--- config.mk ---
export PLATFORM = sky130hd
export DESIGN_NAME = rnn_step_sequencer_flat
export DESIGN_NICKNAME = d
export VERILOG_FILES = /design/src/rtl/rnn_step_sequencer_if.sv /design/src/rtl/rnn_step_sequencer.sv /design/src/flat_wrapper.sv
export SDC_FILE = /design/constraint.sdc
export NUM_CORES = 1
export LEC_CHECK = 0
export CAP_MARGIN = 20
export CELL_PAD_IN_SITES_DETAIL_PLACEMENT = 1
export CELL_PAD_IN_SITES_GLOBAL_PLACEMENT = 1
export CORE_ASPECT_RATIO = 0.9
export CORE_MARGIN = 8
export CORE_UTILIZATION = 35
export CTS_BUF_LIST = sky130_fd_sc_hd__clkbuf_4
export DETAILED_ROUTE_END_ITERATION = 7
export PLACE_DENSITY_LB_ADDON = 0.3
export SLEW_MARGIN = 20
export SYNTH_ARGS = -nofsm -noshare
export SYNTH_HDL_FRONTEND = slang
export SYNTH_SLANG_ARGS = --single-unit
--- constraint.sdc ---
create_clock -name clk -period 11.1 [get_ports clk]
set_input_delay 1.11 -clock clk [delete_from_list [all_inputs] [get_ports clk]]
set_output_delay 1.11 -clock clk [all_outputs]
set_load 0.05 [all_outputs]
--- src/rtl/rnn_step_sequencer_if.sv ---
`default_nettype none
// ============================================================================
// rnn_step_sequencer_if : handshake and tensor-port bundle of the RNN step
//                         sequencer (master = sequencer, slave = storage/ctrl)
// Revision: 1.0
// ============================================================================
interface rnn_step_sequencer_if;
    logic        start;
    logic        busy;
    logic        done;
    logic [3:0]  x_sel;
    logic [15:0] x_data;
    logic [3:0]  h_sel;
    logic [15:0] h_data;
    logic [3:0]  w0_sel_r;
    logic [3:0]  w0_sel_c;
    logic [15:0] w0_data;
    logic [3:0]  w1_sel_r;
    logic [3:0]  w1_sel_c;
    logic [15:0] w1_data;
    logic [3:0]  b_sel;
    logic [15:0] b_data;
    logic [3:0]  d_sel;
    logic [15:0] d_data;
    logic [15:0] dense_bias;
    logic        h_wr;
    logic [3:0]  h_wsel;
    logic [15:0] h_wdata;
    logic [15:0] y_out;

    modport master (
        input  start, x_data, h_data, w0_data, w1_data, b_data, d_data, dense_bias,
        output busy, done, x_sel, h_sel, w0_sel_r, w0_sel_c, w1_sel_r, w1_sel_c,
               b_sel, d_sel, h_wr, h_wsel, h_wdata, y_out
    );

    modport slave (
        output start, x_data, h_data, w0_data, w1_data, b_data, d_data, dense_bias,
        input  busy, done, x_sel, h_sel, w0_sel_r, w0_sel_c, w1_sel_r, w1_sel_c,
               b_sel, d_sel, h_wr, h_wsel, h_wdata, y_out
    );
endinterface
`default_nettype wire

--- src/rtl/rnn_step_sequencer.sv ---
`default_nettype none
// ============================================================================
// rnn_step_sequencer : one RNN time step h' = act(W0.x + W1.h + b), y = d.h' + db
//                      on a single shared MAC. Option macro: RNN_SEQ_HARDTANH_EN
// Revision: 1.0
// ============================================================================
module rnn_step_sequencer #(
    parameter int IN_LEN  = 2,
    parameter int HID_LEN = 4,
    parameter int FRAC    = 8,
    parameter int ACC_W   = 40
) (
    input wire logic             clk,
    input wire logic             rst_n,
    rnn_step_sequencer_if.master bus
);
    typedef enum logic [3:0] {
        IDLE     = 4'd0,
        ROW_INIT = 4'd1,
        MAC_X    = 4'd2,
        MAC_H    = 4'd3,
        ACT      = 4'd4,
        WB       = 4'd5,
        D_INIT   = 4'd6,
        D_MAC    = 4'd7,
        D_FIN    = 4'd8,
        DONE     = 4'd9
    } state_t;

    localparam int                      HIDX_W   = (HID_LEN > 1) ? $clog2(HID_LEN) : 1;
    localparam logic [3:0]              IN_LAST  = 4'(IN_LEN - 1);
    localparam logic [3:0]              HID_LAST = 4'(HID_LEN - 1);
    localparam logic signed [ACC_W-1:0] ROUND_K  = ACC_W'(1) <<< (FRAC - 1);
    localparam logic signed [ACC_W-1:0] SAT_MAX  = ACC_W'(32767);
    localparam logic signed [ACC_W-1:0] SAT_MIN  = ACC_W'(-32768);
    localparam logic signed [15:0]      CLIP_MAX = 16'(1 << FRAC);
    localparam logic signed [15:0]      CLIP_MIN = -CLIP_MAX;

    state_t                  state, state_next;
    logic [3:0]              cnt, row;
    logic [HIDX_W-1:0]       cnt_idx, row_idx;
    logic signed [ACC_W-1:0] acc, acc_sum, acc_rnd;
    logic signed [15:0]      mac_a, mac_b, sat_val, act_val, y_reg;
    logic signed [31:0]      prod;
    logic signed [15:0]      hbuf [HID_LEN];

    assign cnt_idx   = cnt[HIDX_W-1:0];
    assign row_idx   = row[HIDX_W-1:0];
    assign prod      = mac_a * mac_b;
    assign acc_sum   = acc + ACC_W'(prod);
    assign acc_rnd   = (acc + ROUND_K) >>> FRAC;
    assign bus.y_out = y_reg;

    always_comb begin
        if (acc_rnd > SAT_MAX)      sat_val = 16'sh7FFF;
        else if (acc_rnd < SAT_MIN) sat_val = 16'sh8000;
        else                        sat_val = acc_rnd[15:0];
    end

`ifdef RNN_SEQ_HARDTANH_EN
    always_comb begin
        if (sat_val > CLIP_MAX)      act_val = CLIP_MAX;
        else if (sat_val < CLIP_MIN) act_val = CLIP_MIN;
        else                         act_val = sat_val;
    end
`else
    assign act_val = sat_val;
`endif

    always_ff @(posedge clk or negedge rst_n) begin
        if (!rst_n) state <= IDLE;
        else        state <= state_next;
    end

    // Selects are decoded from state so storage reads resolve within the cycle.
    always_comb begin
        state_next   = state;
        bus.busy     = 1'b0;
        bus.done     = 1'b0;
        bus.x_sel    = '0;
        bus.h_sel    = '0;
        bus.w0_sel_r = '0;
        bus.w0_sel_c = '0;
        bus.w1_sel_r = '0;
        bus.w1_sel_c = '0;
        bus.b_sel    = '0;
        bus.d_sel    = '0;
        bus.h_wr     = 1'b0;
        bus.h_wsel   = '0;
        bus.h_wdata  = '0;
        mac_a        = '0;
        mac_b        = '0;
        case (state)
            IDLE: if (bus.start) state_next = ROW_INIT;
            ROW_INIT: begin
                bus.busy   = 1'b1;
                bus.b_sel  = row;
                state_next = MAC_X;
            end
            MAC_X: begin
                bus.busy     = 1'b1;
                bus.x_sel    = cnt;
                bus.w0_sel_r = row;
                bus.w0_sel_c = cnt;
                mac_a        = bus.x_data;
                mac_b        = bus.w0_data;
                if (cnt == IN_LAST) state_next = MAC_H;
            end
            MAC_H: begin
                bus.busy     = 1'b1;
                bus.h_sel    = cnt;
                bus.w1_sel_r = row;
                bus.w1_sel_c = cnt;
                mac_a        = bus.h_data;
                mac_b        = bus.w1_data;
                if (cnt == HID_LAST) state_next = ACT;
            end
            ACT: begin
                bus.busy   = 1'b1;
                state_next = (row == HID_LAST) ? WB : ROW_INIT;
            end
            WB: begin
                bus.busy    = 1'b1;
                bus.h_wr    = 1'b1;
                bus.h_wsel  = cnt;
                bus.h_wdata = hbuf[cnt_idx];
                if (cnt == HID_LAST) state_next = D_INIT;
            end
            D_INIT: begin
                bus.busy   = 1'b1;
                state_next = D_MAC;
            end
            D_MAC: begin
                bus.busy  = 1'b1;
                bus.d_sel = cnt;
                mac_a     = hbuf[cnt_idx];
                mac_b     = bus.d_data;
                if (cnt == HID_LAST) state_next = D_FIN;
            end
            D_FIN: begin
                bus.busy   = 1'b1;
                state_next = DONE;
            end
            DONE: begin
                bus.done   = 1'b1;
                state_next = IDLE;
            end
            default: state_next = IDLE;
        endcase
    end

    always_ff @(posedge clk or negedge rst_n) begin
        if (!rst_n) begin
            acc   <= '0;
            cnt   <= '0;
            row   <= '0;
            y_reg <= '0;
            for (int i = 0; i < HID_LEN; i++) hbuf[i] <= '0;
        end else begin
            // cnt is the position inside the current multi-cycle phase
            cnt <= (state_next != state || state == IDLE) ? 4'd0 : cnt + 4'd1;
            case (state)
                IDLE:               row <= '0;
                ROW_INIT:           acc <= ACC_W'($signed(bus.b_data)) <<< FRAC;
                MAC_X, MAC_H, D_MAC: acc <= acc_sum;
                ACT: begin
                    hbuf[row_idx] <= act_val;
                    row           <= row + 4'd1;
                end
                D_INIT:             acc   <= ACC_W'($signed(bus.dense_bias)) <<< FRAC;
                D_FIN:              y_reg <= sat_val;
                default:            ;
            endcase
        end
    end
endmodule
`default_nettype wire

--- src/flat_wrapper.sv ---
// flat-port wrapper written by rule: the top's interface ports become plain ports
module rnn_step_sequencer_flat 
#(
    parameter int IN_LEN  = 2,
    parameter int HID_LEN = 4,
    parameter int FRAC    = 8,
    parameter int ACC_W   = 40
)
  (clk, rst_n, bus_start, bus_x_data, bus_h_data, bus_w0_data, bus_w1_data, bus_b_data, bus_d_data, bus_dense_bias, bus_busy, bus_done, bus_x_sel, bus_h_sel, bus_w0_sel_r, bus_w0_sel_c, bus_w1_sel_r, bus_w1_sel_c, bus_b_sel, bus_d_sel, bus_h_wr, bus_h_wsel, bus_h_wdata, bus_y_out);
  rnn_step_sequencer_if bus_i ();
  input wire logic clk;
  input wire logic rst_n;
  input wire logic [$bits(bus_i.start)-1:0] bus_start;
  input wire logic [$bits(bus_i.x_data)-1:0] bus_x_data;
  input wire logic [$bits(bus_i.h_data)-1:0] bus_h_data;
  input wire logic [$bits(bus_i.w0_data)-1:0] bus_w0_data;
  input wire logic [$bits(bus_i.w1_data)-1:0] bus_w1_data;
  input wire logic [$bits(bus_i.b_data)-1:0] bus_b_data;
  input wire logic [$bits(bus_i.d_data)-1:0] bus_d_data;
  input wire logic [$bits(bus_i.dense_bias)-1:0] bus_dense_bias;
  output wire logic [$bits(bus_i.busy)-1:0] bus_busy;
  output wire logic [$bits(bus_i.done)-1:0] bus_done;
  output wire logic [$bits(bus_i.x_sel)-1:0] bus_x_sel;
  output wire logic [$bits(bus_i.h_sel)-1:0] bus_h_sel;
  output wire logic [$bits(bus_i.w0_sel_r)-1:0] bus_w0_sel_r;
  output wire logic [$bits(bus_i.w0_sel_c)-1:0] bus_w0_sel_c;
  output wire logic [$bits(bus_i.w1_sel_r)-1:0] bus_w1_sel_r;
  output wire logic [$bits(bus_i.w1_sel_c)-1:0] bus_w1_sel_c;
  output wire logic [$bits(bus_i.b_sel)-1:0] bus_b_sel;
  output wire logic [$bits(bus_i.d_sel)-1:0] bus_d_sel;
  output wire logic [$bits(bus_i.h_wr)-1:0] bus_h_wr;
  output wire logic [$bits(bus_i.h_wsel)-1:0] bus_h_wsel;
  output wire logic [$bits(bus_i.h_wdata)-1:0] bus_h_wdata;
  output wire logic [$bits(bus_i.y_out)-1:0] bus_y_out;
  assign bus_i.start = bus_start;
  assign bus_i.x_data = bus_x_data;
  assign bus_i.h_data = bus_h_data;
  assign bus_i.w0_data = bus_w0_data;
  assign bus_i.w1_data = bus_w1_data;
  assign bus_i.b_data = bus_b_data;
  assign bus_i.d_data = bus_d_data;
  assign bus_i.dense_bias = bus_dense_bias;
  assign bus_busy = bus_i.busy;
  assign bus_done = bus_i.done;
  assign bus_x_sel = bus_i.x_sel;
  assign bus_h_sel = bus_i.h_sel;
  assign bus_w0_sel_r = bus_i.w0_sel_r;
  assign bus_w0_sel_c = bus_i.w0_sel_c;
  assign bus_w1_sel_r = bus_i.w1_sel_r;
  assign bus_w1_sel_c = bus_i.w1_sel_c;
  assign bus_b_sel = bus_i.b_sel;
  assign bus_d_sel = bus_i.d_sel;
  assign bus_h_wr = bus_i.h_wr;
  assign bus_h_wsel = bus_i.h_wsel;
  assign bus_h_wdata = bus_i.h_wdata;
  assign bus_y_out = bus_i.y_out;
  rnn_step_sequencer #(.IN_LEN(IN_LEN), .HID_LEN(HID_LEN), .FRAC(FRAC), .ACC_W(ACC_W)) u_core (.clk(clk), .rst_n(rst_n), .bus(bus_i));
endmodule
==> impl_metrics.env, run 1 <==
export IMPL_cts_inserted_buffers=17
export IMPL_yosys_area_top_type="fa_1"
export IMPL_tritoncts="built"
export IMPL_die_h_um=243
export IMPL_grt_pass1_vias=18100
export IMPL_ys_seq_area_frac=0.165
export IMPL_postSynthCellCount=2265
export IMPL_status="finished, final reports clean"
export IMPL_clockBufferDepth=2
export IMPL_post_cts_buffers=0
export IMPL_max_slew_worst_pin_slew_ns=1.04
export IMPL_synth_nets=2832
export IMPL_crit_fanout=76
export IMPL_drtAntennaViolNets=0
export IMPL_port_buffers=185
export IMPL_drv_slew=0
export IMPL_worstSetupStartpointType="register"
export IMPL_drive_gt1_frac=0.0565
export IMPL_syn_area_per_cell_um2=8.84
export IMPL_synth_compound_area_share=0.104
export IMPL_reg2reg_slack_ns=2.08
export IMPL_fmax_mhz=111
export IMPL_grt_max_degree=77
export IMPL_cts_resized=0
export IMPL_h_tree_depth=4
export IMPL_dp_hpwl_um=59700
export IMPL_io_pins=186
export IMPL_drt_wl_total_um=71400
export IMPL_synth_edff_count=0
export IMPL_crit_arrival_ns=9.52
export IMPL_grt_usage=0.224
export IMPL_fin_skew_ns=0.0287
export IMPL_postCtsHoldBufs=0
export IMPL_setup_viol=0
export IMPL_dieArea_um2=65100
export IMPL_place_congestion=0.927
export IMPL_fp_dieW_um=268
export IMPL_core_area_um2=56800
export IMPL_synth_top_family_by_area="adder cells"
export IMPL_async_flop_share=1.00
export IMPL_grt_pass1_wl_um=113000
export IMPL_viasPerCell=5.25
export IMPL_syn_to_final_growth_pct=14.1
export IMPL_cap_violations=0
export IMPL_finalSetupTns_ns=0
export IMPL_yosys_area_share_simple=0.155
export IMPL_slew_headroom=0.306
export IMPL_yosysWarnings=0
export IMPL_cts_clk_slew_worst_paths_ns=0.15
export IMPL_wl_per_cell_um=22.6
export IMPL_start_util=0.352
export IMPL_rsz0062_at_grt="false"
export IMPL_grt_overflow=0
export IMPL_vias=16600
export IMPL_final_min_clock_period_ns=9.02
export IMPL_fin_util=0.402
export IMPL_synth_xor_area_frac=0.0298
export IMPL_clock_sinks=132
export IMPL_synth_top_area_share=0.330
export IMPL_drtPass1Iterations=5
export IMPL_layout_nets=2943
export IMPL_synthFlopType="dfrtp_1"
export IMPL_drt_iter0_drc=1158
export IMPL_muxShareOfSynthArea=0.0406
export IMPL_synth_seq_cells=132
export IMPL_antenna_found_initial=4
export IMPL_hold_class="in -> async"
export IMPL_drc=0
export IMPL_rows=83
export IMPL_synth_area_top_cells="fa_1, dfrtp_1, ha_1"
export IMPL_hold_viol=0
export IMPL_endpoint_kind="register"
export IMPL_clockRootBuffer="clkbuf_4"
export IMPL_post_route_period_util=0.812
export IMPL_cp_data_required_time_ns=11.60
export IMPL_worstSetupPathType="reg -> reg"
export IMPL_synth_adder_area_share=0.406
export IMPL_netlist_area_um2=20000
export IMPL_ys_types=64
export IMPL_clkLatencyLatePin_ns=0.60
-- cell type report --
cell class / instances / area, um^2
fillers: 6673 / 34000
multi-input cells: 1618 / 14800
flip-flops and latches: 132 / 3310
repair buffers: 202 / 1980
inverters: 405 / 1520
well taps: 765 / 957
clock inverters: 14 / 161
clock buffers: 18 / 135
diodes: 3 / 7.51
-- placed cells by master (no fill, tap or decap), types with 9 or more instances in the layout --
master	netlist	layout
dfrtp_1	132	130
nand2b_1	14	14
mux2_2	34	34
a21oi_1	62	62
xnor2_1	46	46
o21ai_1	50	50
nor2_1	243	237
a221oi_1	11	11
a22o_1	36	36
nand4_1	16	16
nand2_1	288	285
a22oi_1	9	9
inv_1	405	405
or3_1	11	11
o21ai_0	77	77
a21o_1	15	15
a21oi_2	10	10
xor2_1	22	22
fa_1	330	330
mux4_2	16	16
clkbuf_4	0	18
clkdlybuf4s50_1	0	184
ha_1	122	122
and3_1	13	13
and2_1	54	54
nor3_1	21	20
buf_4	9	17
nand3_1	29	29
-- synthesized netlist by cell type, drive strengths merged, types with 6 or more instances --
master,n
a21o,15
a21oi,72
a221oi,11
a22o,36
a22oi,9
a31oi,7
and2,54
and3,13
buf,20
clkbuf,90
dfrtp,132
fa,330
ha,122
inv,405
mux2,34
mux2i,7
mux4,16
nand2,288
nand2b,14
nand3,29
nand4,17
nor2,243
nor3,22
nor4,6
o211ai,6
o21ai,129
or3,11
xnor2,46
xor2,22
-- kinds of logic after synthesis --
family	count (synthesis)
compound gates	328
fa+ha+maj	452
buf+inv	515
simple gates	713
flops	132
xor+xnor	68
mux	57
-- final timing paths --
check / startpoint / to / cells after the start
hold / removal: rst_n / u_core.hbuf[22] / 1
setup / recovery: u_core.state[2] / u_core.acc[30] / 25
setup reg to reg: u_core.state[2] / u_core.acc[30] / 25
min in group clk: u_core.hbuf[19] / u_core.hbuf[19] / 2
max in group asynchronous: rst_n / u_core.state[2] / 2
hold reg to reg: u_core.hbuf[19] / u_core.hbuf[19] / 2
-- metal layers --
| layer | part of all wire | GRT usage | vias up |
|---|---|---|---|
| met5 | 0.00018 | 0 | - |
| met4 | 0.016 | 0.0395 | 2 |
| met3 | 0.064 | 0.0439 | 76 |
| met2 | 0.45 | 0.348 | 459 |
| met1 | 0.47 | 0.324 | 8663 |
| li1 | - | - | 7367 |
-- flip-flops by register name, indices dropped and copies added, names as in the netlist --
name / count
u_core.row: 4
u_core.state: 4
u_core.hbuf: 64
u_core.bus.y_out: 16
u_core.cnt: 4
u_core.acc: 40
-- worst max-delay path, cell delays in order, from the launching register on --
cell      delay [ns]
dfrtp_4         0.45
buf_4           0.76
mux2_2          0.43
a22o_1          0.18
nand2_1         0.46
inv_1           0.29
nand2_1         0.22
fa_1            0.46
fa_1            0.56
inv_1           0.08
fa_1            0.55
fa_1            0.57
fa_1            0.58
inv_1           0.06
fa_1            0.53
inv_1           0.04
ha_1            0.35
nand2_1         0.09
or3_1           0.35
a211oi_1        0.41
nor3_1          0.22
o31ai_1         0.55
a21oi_1         0.20
o211ai_1        0.26
xnor2_1         0.14
a21oi_1         0.08
-- per-stage QoR --
stage,worst slack (ns),instances,hold WS [ns],instance area [um^2]
floorplan,3.11,2265,0.445,20000
detailed placement,1.94,3122,0.470,22500
finish,2.08,3157,0.496,22800
CTS,2.10,3154,0.483,22800
global placement,1.89,3122,0.456,22500
global route,1.61,3155,0.486,22800
Power of run 1 is left out: the tool's default activity adds up to more than one toggle a clock period on the data nets, which glitch-free logic cannot reach.
==> run 2, diff against run 1 <==
==> constraint.sdc (replaced) <==
create_clock -name clk -period 7.2 [get_ports clk]
set_input_delay 0.72 -clock clk [delete_from_list [all_inputs] [get_ports clk]]
set_output_delay 0.72 -clock clk [all_outputs]
set_load 0.05 [all_outputs]
==> impl_metrics.env, run 2 (synthesis results as in run 1) <==
export IMPL_grt_usage=0.242
export IMPL_hold_class="in -> async"
export IMPL_crit_arrival_ns=8.07
export IMPL_drv_slew=0
export IMPL_final_cell_mix="inv_1, fa_1, buf_4, nand2_1, nor2_1"
export IMPL_status="finished, violations left"
export IMPL_wl_met1_um=34900
export IMPL_largest_reg_flops=64
export IMPL_vias=18000
export IMPL_antenna_found_initial=1
export IMPL_worst_slack_ns=-0.359
export IMPL_grt_pass1_vias=20300
export IMPL_clock_sinks=132
export IMPL_multi_input_area_um2=16200
export IMPL_rsz0062_at_grt="true"
export IMPL_crit_slowest_cell="mux4_2"
export IMPL_worstSetupPathType="reg -> reg"
export IMPL_crit_buf_inv=7
export IMPL_cts_inserted_buffers=17
export IMPL_grt_max_degree=80
export IMPL_cp_data_required_time_ns=7.72
export IMPL_crit_fanout=6
export IMPL_critPathTopFamily="adder cells"
export IMPL_clkLatencyLatePin_ns=0.62
export IMPL_io_pins=186
export IMPL_setup_viol=22
export IMPL_cap_violations=0
export IMPL_dr_wl_met2_um=37600
export IMPL_wl_met3_um=4520
export IMPL_worstSetupStartpointType="register"
export IMPL_syn_to_final_growth_pct=35.8
export IMPL_port_buffers=185
export IMPL_dp_cells=3375
export IMPL_highest_layer="met4"
export IMPL_worst_path_most_repeated_cell="fa_1"
export IMPL_drt_wl_total_um=79100
export IMPL_slew_headroom=0.273
export IMPL_final_common_cell="inv_1"
export IMPL_viasPerCell=5.18
export IMPL_cts_clk_slew_worst_paths_ns=0.17
export IMPL_core_area_um2=56800
export IMPL_grt_pass1_wl_um=122000
export IMPL_clockBufferDepth=2
export IMPL_dieArea_um2=65100
export IMPL_fin_skew_ns=0.0380
export IMPL_die_h_um=243
export IMPL_h_tree_depth=4
export IMPL_final_min_clock_period_ns=7.56
export IMPL_tritoncts="built"
export IMPL_regArea_um2=3310
export IMPL_drtPass1Iterations=6
export IMPL_grt_overflow=0
export IMPL_rows=83
export IMPL_drtAntennaViolNets=0
export IMPL_start_util=0.352
export IMPL_post_route_period_util=1.05
export IMPL_clockRootBuffer="clkbuf_4"
export IMPL_drive_gt1_frac=0.264
export IMPL_drc=0
export IMPL_wl_per_cell_um=22.8
export IMPL_place_congestion=0.931
export IMPL_endpoint_kind="register"
export IMPL_hold_viol=0
export IMPL_final_cells=3476
export IMPL_slowest_delay_ns=0.57
export IMPL_top_register="u_core.hbuf"
export IMPL_layout_nets=3263
export IMPL_dp_hpwl_um=64100
export IMPL_fillCellCount=6504
export IMPL_drt_iter0_drc=1132
export IMPL_fmax_mhz=132
export IMPL_max_slew_worst_pin_slew_ns=1.09
export IMPL_fp_dieW_um=268
export IMPL_violations="negative setup slack"
[run 2: cell types whose count changed in the layout (fill, tap and decap cells not counted), sizes merged]
cell	change
inv	-2
diode	-1
clkinv	+2
clkbuf	-1
buf	+320
bufinv	+1
[run 2: what timing repair did]
item,CTS,global route
buffers inserted,42,27
pin swaps,189,127
setup endpoints to repair,28,28
gates resized for setup,273,107
hold buffers,0,0
[run 2: per-stage QoR]
stage / util / cell area, um^2 / setup TNS (ns) / hold slack (ns) / setup WS [ns]
detailed placement: 0.436 / 24800 / -13.78 / 0.473 / -0.868
global route: 0.478 / 27200 / -10.97 / 0.0375 / -0.624
global placement: 0.436 / 24700 / -10.04 / 0.456 / -0.660
floorplan: - / 20100 / 0 / 0.424 / 0.00166
CTS: 0.467 / 26500 / -2.96 / 0.0298 / -0.304
finish: 0.479 / 27200 / -5.23 / 0.0415 / -0.359
[run 2: worst paths after layout]
| kind | startpoint | slack (ns) | cells past startpoint | to |
|---|---|---|---|---|
| min reg2reg | u_core.hbuf[27] | 0.50 | 2 | u_core.hbuf[27] |
| max reg2reg | u_core.cnt[0] | -0.36 | 28 | u_core.acc[33] |
| min | rst_n | 0.04 | 1 | u_core.hbuf[7] |
| min in group clk | u_core.hbuf[27] | 0.50 | 2 | u_core.hbuf[27] |
| max in group asynchronous | rst_n | 5.97 | 2 | u_core.acc[2] |
| max | u_core.cnt[0] | -0.36 | 28 | u_core.acc[33] |
[run 2: final cells by class]
type,count,area share
clock buffer,17,0.00470
antenna,2,0.000184
multi-input combinational,1618,0.595
inverter,405,0.0562
tap,765,0.0352
timing repair buffer,522,0.179
sequential,132,0.122
clock inverter,15,0.00746
[run 2: per-layer routing]
layer | up-vias | track usage
met4 | 0 | 0.0538
met1 | 9369 | 0.335
met5 | - | 0
met3 | 117 | 0.0380
li1 | 8007 | -
met2 | 511 | 0.397
Power of run 2 is left out for the same reason.
==> run 3, diff against run 2 <==
--- a/config.mk
+++ b/config.mk
@@ -5,6 +5,7 @@
 export SDC_FILE = /design/constraint.sdc
 export NUM_CORES = 1
 export LEC_CHECK = 0
+export ABC_AREA = 1
 export CAP_MARGIN = 20
 export CELL_PAD_IN_SITES_DETAIL_PLACEMENT = 1
 export CELL_PAD_IN_SITES_GLOBAL_PLACEMENT = 1
@@ -18,3 +19,4 @@
 export SYNTH_ARGS = -nofsm -noshare
 export SYNTH_HDL_FRONTEND = slang
 export SYNTH_SLANG_ARGS = --single-unit
+export TNS_END_PERCENT = 5
==> impl_metrics.env, run 3 <==
export IMPL_core_area_um2=60800
export IMPL_synth_common_cells="nand2_1, inv_1, fa_1, nor2_1, dfrtp_1"
export IMPL_synth_edff_count=0
export IMPL_final_cells=4162
export IMPL_crit_buf_inv=10
export IMPL_dp_cells=4072
export IMPL_cp_data_required_time_ns=7.69
export IMPL_reg2reg_depth=30
export IMPL_wl_met1_um=38500
export IMPL_regArea_um2=3310
export IMPL_slowest_delay_ns=0.59
export IMPL_postSynthCellCount=2875
export IMPL_start_util=0.351
export IMPL_io_pins=186
export IMPL_clockBufferDepth=2
export IMPL_r2r_start="u_core.cnt[0]"
export IMPL_ys_seq_area_frac=0.155
export IMPL_synth_most_common_cell="nand2_1"
export IMPL_yosysWarnings=0
export IMPL_rows=86
export IMPL_final_cell_mix="nand2_1, inv_1, fa_1, buf_4, clkdlybuf4s50_1"
export IMPL_layout_nets=3922
export IMPL_grt_pass1_wl_um=135000
export IMPL_crit_slowest_cell="fa_1"
export IMPL_synth_seq_cells=132
export IMPL_top_register="u_core.hbuf"
export IMPL_final_min_clock_period_ns=7.08
export IMPL_die_h_um=250
export IMPL_netlist_area_um2=21400
export IMPL_synthFlopType="dfrtp_1"
export IMPL_reg2reg_slack_ns=0.12
export IMPL_drt_iter0_drc=1294
export IMPL_async_flop_share=1.00
export IMPL_hold_class="in -> async"
export IMPL_h_tree_depth=4
export IMPL_drtAntennaViolNets=0
export IMPL_worst_slack_ns=0.124
export IMPL_rr_endpoint="u_core.acc[20]"
export IMPL_largest_reg_flops=64
export IMPL_port_buffers=185
export IMPL_synth_area_top_cells="fa_1, dfrtp_1, nand2_1"
export IMPL_wl_met3_um=4110
export IMPL_syn_to_final_growth_pct=32.8
export IMPL_post_route_period_util=0.983
export IMPL_worstSetupStartpointType="register"
export IMPL_rsz0062_at_grt="true"
export IMPL_fin_area_um2=28400
export IMPL_fp_dieW_um=276
export IMPL_drc=0
export IMPL_dieArea_um2=69200
export IMPL_multi_input_area_um2=16100
export IMPL_cts_clk_slew_worst_paths_ns=0.16
export IMPL_vias=20800
export IMPL_clkLatencyLatePin_ns=0.61
export IMPL_dp_hpwl_um=73300
export IMPL_clock_sinks=132
export IMPL_drv_slew=0
export IMPL_dr_wl_met2_um=44100
export IMPL_drt_wl_total_um=88500
export IMPL_fillCellCount=7412
export IMPL_place_congestion=0.925
export IMPL_fin_skew_ns=0.0275
export IMPL_preCtsSetupSlack_ns=-0.495
export IMPL_tritoncts="built"
export IMPL_setup_viol=0
export IMPL_hold_viol=0
export IMPL_crit_arrival_ns=7.57
export IMPL_crit_fanout=14
export IMPL_slew_headroom=0.293
export IMPL_ys_types=48
export IMPL_highest_layer="met4"
export IMPL_grt_usage=0.249
export IMPL_endpoint_kind="register"
export IMPL_cts_inserted_buffers=17
export IMPL_worstSetupPathType="reg -> reg"
export IMPL_final_common_cell="nand2_1"
export IMPL_yosys_area_top_type="fa_1"
export IMPL_drtPass1Iterations=5
export IMPL_grt_pass1_vias=22900
export IMPL_antenna_found_initial=4
export IMPL_viasPerCell=5.00
export IMPL_syn_area_per_cell_um2=7.43
export IMPL_place_area_um2=26400
export IMPL_grt_overflow=0
export IMPL_synth_nets=3442
export IMPL_wl_per_cell_um=21.3
export IMPL_max_slew_worst_pin_slew_ns=1.06
export IMPL_postCtsHoldBufs=0
export IMPL_synth_top_area_share=0.309
export IMPL_fmax_mhz=141
export IMPL_cap_violations=0
export IMPL_critPathTopFamily="adder cells"
export IMPL_drive_gt1_frac=0.208
export IMPL_clockRootBuffer="clkbuf_4"
export IMPL_grt_max_degree=74
export IMPL_status="finished, final reports clean"
-- run 3: cell types whose count changed after synthesis, moves of 28 or more --
cell / delta
nand3_1: +67
and2_1: -54
o21ai_1: -50
nand2_1: +549
mux2_2: -34
clkbuf_1: -47
xnor2_1: -42
inv_1: +272
buf_2: +28
-- run 3: kinds of logic (layout without fill, tap and decap cells) --
| group | count (synthesis) | in the layout | synth area share |
|---|---|---|---|
| simple gates | 1254 | 1254 | 0.243 |
| xor+xnor | 20 | 20 | 0.00820 |
| compound gates | 245 | 245 | 0.0741 |
| buf+inv | 772 | 1265 | 0.140 |
| other cells | 0 | 2 | 0 |
| fa+ha+maj | 452 | 452 | 0.381 |
| flops | 132 | 132 | 0.155 |
-- run 3: final cells by class --
class,instances,area share
multi-input combinational,1971,0.568
timing repair buffer,543,0.179
sequential,132,0.117
inverter,689,0.0919
tap,792,0.0349
clock inverter,15,0.00481
clock buffer,17,0.00450
timing repair inverter,1,0.000176
antenna,2,0.000176
-- run 3: per-stage QoR --
stage          utilization  hold slack (ns)  setup TNS (ns)
2_1_floorplan            -            0.424               0
3_3_place_gp         0.434            0.462           -3.55
3_5_place_dp         0.434            0.466           -6.21
4_1_cts              0.442           0.0372          -0.125
5_1_grt              0.467           0.0343           -1.15
6_report             0.467           0.0490               0
-- run 3: worst reg2reg max path, delay by kind of cell, from the launching register on --
| family | cells | cell delay (ns) |
|---|---|---|
| simple gates | 10 | 1.61 |
| buf+inv | 10 | 0.95 |
| flops | 1 | 0.46 |
| fa+ha+maj | 7 | 3.51 |
| compound gates | 3 | 0.43 |
-- run 3: how the worst max path moves through the flow --
| stage | start | end | slack (ns) | depth (start not counted) |
|---|---|---|---|---|
| floorplan | u_core.state[2] | u_core.acc[39] | 0.46 | 30 |
| global placement | bus_d_data[5] | u_core.acc[30] | -0.40 | 30 |
| detailed placement | bus_d_data[5] | u_core.acc[38] | -0.50 | 27 |
| CTS | u_core.state[1] | u_core.acc[38] | -0.04 | 32 |
| global route | u_core.cnt[0] | u_core.acc[20] | -0.12 | 30 |
| finish | u_core.cnt[0] | u_core.acc[20] | 0.12 | 30 |
-- run 3: routing by layer --
layer,vias to the layer above,track usage
met5,-,0
met4,0,0.0471
met3,99,0.0252
met2,550,0.437
met1,10700,0.334
li1,9509,-
-- run 3: what timing repair did --
action                     4_1_cts  5_1_grt
gates cloned                     0        5
gates resized for setup         53      276
pin swaps                        6      103
setup buffers                    4       48
setup endpoints to repair       23       27
Power of run 3 is left out for the same reason.
